**src/rtl/alu_pkg.sv**
```systemverilog
// Shared ALU definitions: opcode encodings and the legality limit used to
// flag unsupported operations on the response path.
package alu_pkg;

  localparam int OP_W = 4;

  localparam logic [OP_W-1:0] ADD  = 4'd0;
  localparam logic [OP_W-1:0] SUB  = 4'd1;
  localparam logic [OP_W-1:0] AND  = 4'd2;
  localparam logic [OP_W-1:0] OR   = 4'd3;
  localparam logic [OP_W-1:0] XOR  = 4'd4;
  localparam logic [OP_W-1:0] LUI  = 4'd5;
  localparam logic [OP_W-1:0] EQ   = 4'd6;
  localparam logic [OP_W-1:0] NE   = 4'd7;
  localparam logic [OP_W-1:0] GTU  = 4'd8;
  localparam logic [OP_W-1:0] LTU  = 4'd9;
  localparam logic [OP_W-1:0] GEU  = 4'd10;
  localparam logic [OP_W-1:0] LEU  = 4'd11;
  localparam logic [OP_W-1:0] SLT  = 4'd12;
  localparam logic [OP_W-1:0] SLTU = 4'd13;

  // Highest opcode the shared ALU implements; 14 and 15 are reported as errors.
  localparam logic [OP_W-1:0] OP_MAX_LEGAL = 4'd13;

  function automatic logic op_illegal(input logic [OP_W-1:0] op);
    return op > OP_MAX_LEGAL;
  endfunction

endpackage

```
**src/rtl/alu_arbiter_rr_arbiter.sv**
```systemverilog
// Round-robin grant: picks the first set request after the pointer, wrapping
// modulo NREQ. Purely combinational; the caller owns the pointer register.
module rr_arbiter #(
  parameter int NREQ = 2,
  parameter int IDW  = $clog2(NREQ)
) (
  input  logic [NREQ-1:0] req_i,
  input  logic [IDW-1:0]  ptr_i,
  input  logic            en_i,
  output logic [NREQ-1:0] gnt_o,
  output logic [IDW-1:0]  gnt_id_o,
  output logic            gnt_valid_o
);

  // Walk the candidates ptr+1, ptr+2, ... ptr+NREQ and keep the first hit.
  always_comb begin
    logic [IDW-1:0] idx;
    logic           found;
    gnt_o       = '0;
    gnt_id_o    = '0;
    gnt_valid_o = 1'b0;
    found       = 1'b0;
    idx         = ptr_i;
    for (int k = 0; k < NREQ; k++) begin
      idx = (idx == IDW'(NREQ - 1)) ? '0 : idx + 1'b1;
      if (en_i && !found && req_i[idx]) begin
        found      = 1'b1;
        gnt_o[idx] = 1'b1;
        gnt_id_o   = idx;
      end
    end
    gnt_valid_o = found;
  end

endmodule

```
**src/rtl/alu_arbiter.sv**
```systemverilog
// Shares one combinational ALU between NREQ requesters. A round-robin grant
// feeds an ISSUE register stage driving the ALU; the ALU result is captured in
// a RESP stage. Both stages advance independently so a response accept and a
// new grant in the same cycle keep the pipe full.
module alu_arbiter
  import alu_pkg::*;
#(
  parameter int NREQ = 2,
  parameter int IDW  = $clog2(NREQ)
) (
  input  logic                 clk,
  input  logic                 rst,
  input  logic [NREQ-1:0]      req_valid,
  output logic [NREQ-1:0]      req_ready,
  input  logic [OP_W*NREQ-1:0] req_op,
  input  logic [32*NREQ-1:0]   req_a,
  input  logic [32*NREQ-1:0]   req_b,
  output logic [31:0]          alu_data1,
  output logic [31:0]          alu_data2,
  output logic [OP_W-1:0]      alu_op,
  input  logic [31:0]          alu_out,
  output logic [NREQ-1:0]      resp_valid,
  output logic [IDW-1:0]       resp_id,
  output logic [31:0]          resp_data,
  output logic                 resp_err,
  input  logic [NREQ-1:0]      resp_ready
);

  logic [OP_W-1:0] op_arr [NREQ];
  logic [31:0]     a_arr  [NREQ];
  logic [31:0]     b_arr  [NREQ];

  logic            issue_v_q, issue_v_d;
  logic [OP_W-1:0] issue_op_q, issue_op_d;
  logic [31:0]     issue_a_q, issue_a_d;
  logic [31:0]     issue_b_q, issue_b_d;
  logic [IDW-1:0]  issue_id_q, issue_id_d;

  logic            resp_v_q, resp_v_d;
  logic [IDW-1:0]  resp_id_q, resp_id_d;
  logic [31:0]     resp_data_q, resp_data_d;
  logic            resp_err_q, resp_err_d;

  logic [IDW-1:0]  ptr_q, ptr_d;

  logic            adv_resp;
  logic            adv_issue;
  logic            issue_err;
  logic [NREQ-1:0] gnt;
  logic [IDW-1:0]  gnt_id;
  logic            gnt_valid;

  genvar gi;
  generate
    for (gi = 0; gi < NREQ; gi++) begin : g_unpack
      assign op_arr[gi] = req_op[OP_W*gi +: OP_W];
      assign a_arr[gi]  = req_a[32*gi +: 32];
      assign b_arr[gi]  = req_b[32*gi +: 32];
    end
  endgenerate

  // A stage may take new data when it is empty or its occupant moves on.
  assign adv_resp  = !resp_v_q || resp_ready[resp_id_q];
  assign adv_issue = !issue_v_q || adv_resp;
  assign issue_err = op_illegal(issue_op_q);

  rr_arbiter #(
    .NREQ (NREQ),
    .IDW  (IDW)
  ) u_rr (
    .req_i       (req_valid),
    .ptr_i       (ptr_q),
    .en_i        (adv_issue && !rst),
    .gnt_o       (gnt),
    .gnt_id_o    (gnt_id),
    .gnt_valid_o (gnt_valid)
  );

  assign req_ready = gnt;

  assign alu_data1 = issue_a_q;
  assign alu_data2 = issue_b_q;
  assign alu_op    = issue_op_q;

  assign resp_id   = resp_id_q;
  assign resp_data = resp_data_q;
  assign resp_err  = resp_err_q;

  generate
    for (gi = 0; gi < NREQ; gi++) begin : g_resp_valid
      assign resp_valid[gi] = resp_v_q && (resp_id_q == IDW'(gi));
    end
  endgenerate

  // Next-state for both pipeline stages and the round-robin pointer.
  always_comb begin
    issue_v_d   = issue_v_q;
    issue_op_d  = issue_op_q;
    issue_a_d   = issue_a_q;
    issue_b_d   = issue_b_q;
    issue_id_d  = issue_id_q;
    ptr_d       = ptr_q;
    resp_v_d    = resp_v_q;
    resp_id_d   = resp_id_q;
    resp_data_d = resp_data_q;
    resp_err_d  = resp_err_q;

    if (adv_issue) begin
      issue_v_d = gnt_valid;
      if (gnt_valid) begin
        issue_op_d = op_arr[gnt_id];
        issue_a_d  = a_arr[gnt_id];
        issue_b_d  = b_arr[gnt_id];
        issue_id_d = gnt_id;
        ptr_d      = gnt_id;
      end
    end

    // Unsupported opcodes never expose whatever the ALU drove for them.
    if (adv_resp) begin
      resp_v_d    = issue_v_q;
      resp_id_d   = issue_id_q;
      resp_err_d  = issue_err;
      resp_data_d = issue_err ? 32'd0 : alu_out;
    end
  end

  // State registers; reset discards anything in flight and restarts priority at requester 0.
  always_ff @(posedge clk) begin
    if (rst) begin
      issue_v_q   <= 1'b0;
      issue_op_q  <= '0;
      issue_a_q   <= '0;
      issue_b_q   <= '0;
      issue_id_q  <= '0;
      ptr_q       <= IDW'(NREQ - 1);
      resp_v_q    <= 1'b0;
      resp_id_q   <= '0;
      resp_data_q <= '0;
      resp_err_q  <= 1'b0;
    end else begin
      issue_v_q   <= issue_v_d;
      issue_op_q  <= issue_op_d;
      issue_a_q   <= issue_a_d;
      issue_b_q   <= issue_b_d;
      issue_id_q  <= issue_id_d;
      ptr_q       <= ptr_d;
      resp_v_q    <= resp_v_d;
      resp_id_q   <= resp_id_d;
      resp_data_q <= resp_data_d;
      resp_err_q  <= resp_err_d;
    end
  end

endmodule

```
**config.mk**
```make
export PLATFORM = sky130hd
export DESIGN_NAME = alu_arbiter
export DESIGN_NICKNAME = d
export VERILOG_FILES = /design/src/rtl/alu_pkg.sv /design/src/rtl/alu_arbiter_rr_arbiter.sv /design/src/rtl/alu_arbiter.sv
export SDC_FILE = /design/constraint.sdc
export NUM_CORES = 1
export LEC_CHECK = 0
export BUFFER_PORTS_ARGS = -buffer_cell sky130_fd_sc_hd__buf_2
export CORE_MARGIN = 2
export CORE_UTILIZATION = 46
export CTS_BUF_LIST = sky130_fd_sc_hd__clkbuf_4 sky130_fd_sc_hd__clkbuf_8
export DETAILED_ROUTE_END_ITERATION = 8
export GPL_TIMING_DRIVEN = 1
export PLACE_DENSITY = 0.93
export SLEW_MARGIN = 20
export SYNTH_ARGS = -nofsm -noshare
export SYNTH_HDL_FRONTEND = slang
export SYNTH_SLANG_ARGS = --single-unit
```
**constraint.sdc**
```tcl
create_clock -name clk -period 2.1 [get_ports clk]
set_input_delay 0.105 -clock clk [delete_from_list [all_inputs] [get_ports clk]]
set_output_delay 0.105 -clock clk [all_outputs]
set_load 0.01 [all_outputs]
```
==> key figures <==
Outcome
  • Outcome: complete, no violations

Clocking
  • CTS tree: built
  • Post-CTS setup buffer count: 0
  • Max Root-Sink Buffers: 2
  • Num CTS Buffers: 9
  • H-tree level count: 3
  • Clk_lat worst skew: 0.36 ns
  • CTS sink count: 106
  • Clock transition at the registers of the reported paths: 0.10 ns
  • Root buffer cell: clkbuf_8

Synthesis
  • Yosys warns: 0
  • Syn Area/Cell: 8.78 µm²
  • Ranking of synthesized cells by area: dfxtp_1 42%, mux2i_1 14%, o221ai_1 12%
  • Mux cell area share after synthesis: 14.0%
  • Synth Cell Area: 0.00501 mm²
  • Main combinational cell family by area after synthesis: compound AO/OA/AOI/OAI gates
  • Synth async-reset ratio: 0%
  • Syn_nets: 745
  • Top cell type's share of synthesized area: 42.3%
  • Register bit count reported by yosys: 106
  • Post-synthesis simple-gate area fraction: 16.5%
  • Sequential fraction of the synthesis area: 42.3%
  • Synth unique cells: 24
  • Post-synth EDFFs: 0
  • Post-Synthesis Cells: 571
  • Synth Area in Adders: 0%
  • Synth Flop Type: dfxtp_1
  • Most area-hungry cell type in the Yosys netlist: dfxtp_1
  • Post-Synth XOR/XNOR Area: 0%
  • Synth Area in Compound Gates: 21.4%

Drt
  • Initial drt markers: 571
  • Post-route ant nets: 0
  • Via density: 5.77
  • Routed WL: 15700 µm
  • Vias: 5560
  • Avg WL per Cell: 16.3 µm
  • Detailed-route DRC error count: 0
  • DRT Pass-1 Iters: 5

Die
  • Initial core utilization: 46.7%
  • Placeable Area: 0.0107 mm²
  • IO Pins: 280
  • Die height: 108 µm
  • Die Footprint: 0.0118 mm²
  • FP Rows: 38
  • Die width: 108 µm

Final layout
  • Nets: 992
  • Area delta synth->final: 34.7%
  • Share of post-route cells with drive strength above 1: 39.2%
  • N_diodes: 0

Timing
  • Slew of the pin with the lowest slew margin: 0.750 ns
  • Fin crit period: 1.95 ns
  • Total negative slack: 0 ns
  • # setup viols final: 0
  • Slew margin rel.: 50.0%
  • Tcrit/Tclk final: 93.0%
  • Worst setup margin: 0.148 ns
  • Clock skew: 0.0176 ns
  • Final Hold Fails: 0
  • RSZ-0062 raised after global routing: no
  • F_max: 512 MHz
  • Fin. max-slew vios: 0

Place
  • Setup Slack @ Placement: 0.433 ns
  • Hpwl dp: 11000 µm
  • I/O Buffers: 279
  • Placer's final routability congestion estimate: 0.802

Global routing
  • Initial antenna violation count: 0
  • First-pass GRT wire length: 24100 µm
  • Pin count of the biggest net entering global routing: 70
  • Vias in the first global route: 5052
  • Gr usage total: 25.3%
  • GRT overflow: 0

Hold path
  • Hold Path Class: input pin to flop

Setup path
  • Max FO, Critical Path: 37
  • WS Path Type: flop to output port
  • Critical Path RT: 2.00 ns
  • Crit end category: output port
  • Critical Path Source Type: flop
  • Arr. time, crit path: 1.85 ns

Power and ir drop
  • Power Dens Cells: 666 mW/mm²
  • Max rail drop VDD: 429 µV
  • P_leak: 3.03 nW

Flow run
  • Max-cap violation count: 0
[repair_timing]
| item | CTS | global route |
|---|---|---|
| gates resized for setup | 0 | 1 |
| setup endpoints to repair | 0 | 1 |
| hold endpoints to repair | 1 | 0 |
| hold buffers | 1 | 0 |
[stage by stage]
step	hold slack (ns)	total power, mW	area [µm²]	std cells	utilization (%)
floorplan	0.277	2.87	5010	571	-
global placement	0.390	3.31	6560	946	61.0
detailed placement	0.392	3.35	6560	946	61.0
CTS	0.00343	4.52	6750	963	62.8
global route	0.00221	4.72	6750	963	62.9
finish	0.0199	4.49	6750	963	62.9
[worst max-delay path, stage by stage, from the launching register on]
cell and delay [ns]:
dfxtp_1 0.47, mux2i_4 0.32, buf_6 0.29, and2_1 0.21, nor2_1 0.07, buf_2 0.13
[worst paths after layout]
check        cells after the start  slack, ns                       start                         end
max                              5       0.15        resp_id$_SDFFE_PP0P_                req_ready[1]
min                              3       0.02                  alu_out[9]   resp_data[9]$_SDFFE_PP0P_
max reg2reg                      4       0.46          ptr_q$_SDFFE_PP1P_  alu_data2[12]$_SDFFE_PP0P_
min reg2reg                      2       0.48  resp_data[30]$_SDFFE_PP0P_  resp_data[30]$_SDFFE_PP0P_
[cell type report]
class / instances / area [µm²]
clock inverters: 5 / 38.8
inverters: 4 / 17.5
multi-input cells: 396 / 2640
flip-flops and latches: 106 / 2120
repair buffers: 301 / 1620
well taps: 140 / 175
clock buffers: 11 / 145
fillers: 917 / 3990
[sequential cells by signal, indices dropped and copies added (netlist names)]
register and cells:
alu_data2 32, resp_id 1, issue_v_q 1, ptr_q 1
resp_err 1, resp_v_q 1, alu_op 4, alu_data1 32
issue_id_q 1, resp_data 32
[power breakdown]
part | switching (mW) | internal [mW]
Combinational | 0.552 | 0.466
Sequential | 0.115 | 2.17
Clock | 0.702 | 0.485
Total | 1.37 | 3.13
[cell usage after synthesis (2+ instances only)]
library cell / number
nor2_1: 4
o221ai_1: 69
nand2_1: 71
clkbuf_1: 49
buf_2: 10
nand3_1: 102
a21oi_1: 36
and2_1: 3
o21ai_0: 2
buf_1: 2
buf_4: 3
inv_1: 3
o211ai_1: 32
mux2i_1: 69
dfxtp_1: 106
a21boi_0: 2
[cells by family (layout without fill, tap and decap cells)]
family,count (synthesis),after routing
compound gates,144,144
buf+inv,69,321
flops,106,106
mux,70,70
simple gates,182,182
[layer usage]
layer / wire, µm / GRT usage (%)
met2: 7930 / 45.0
met1: 6140 / 30.2
met3: 1300 / 5.55
met4: 321 / 7.69
met5: 0 / 0
[cells in the final DEF, fill, tap and decap left out, types with 2 or more instances in the layout]
master / count
dfxtp_1: 106
a21oi_1: 36
clkbuf_8: 10
nand2_1: 70
buf_2: 279
o211ai_1: 32
nand3_1: 102
buf_4: 16
nor2_1: 3
and2_1: 3
o21ai_0: 2
mux2i_1: 68
inv_1: 2
o221ai_1: 69
buf_12: 4
clkinv_4: 2
Power figures use the tool's default switching activity.
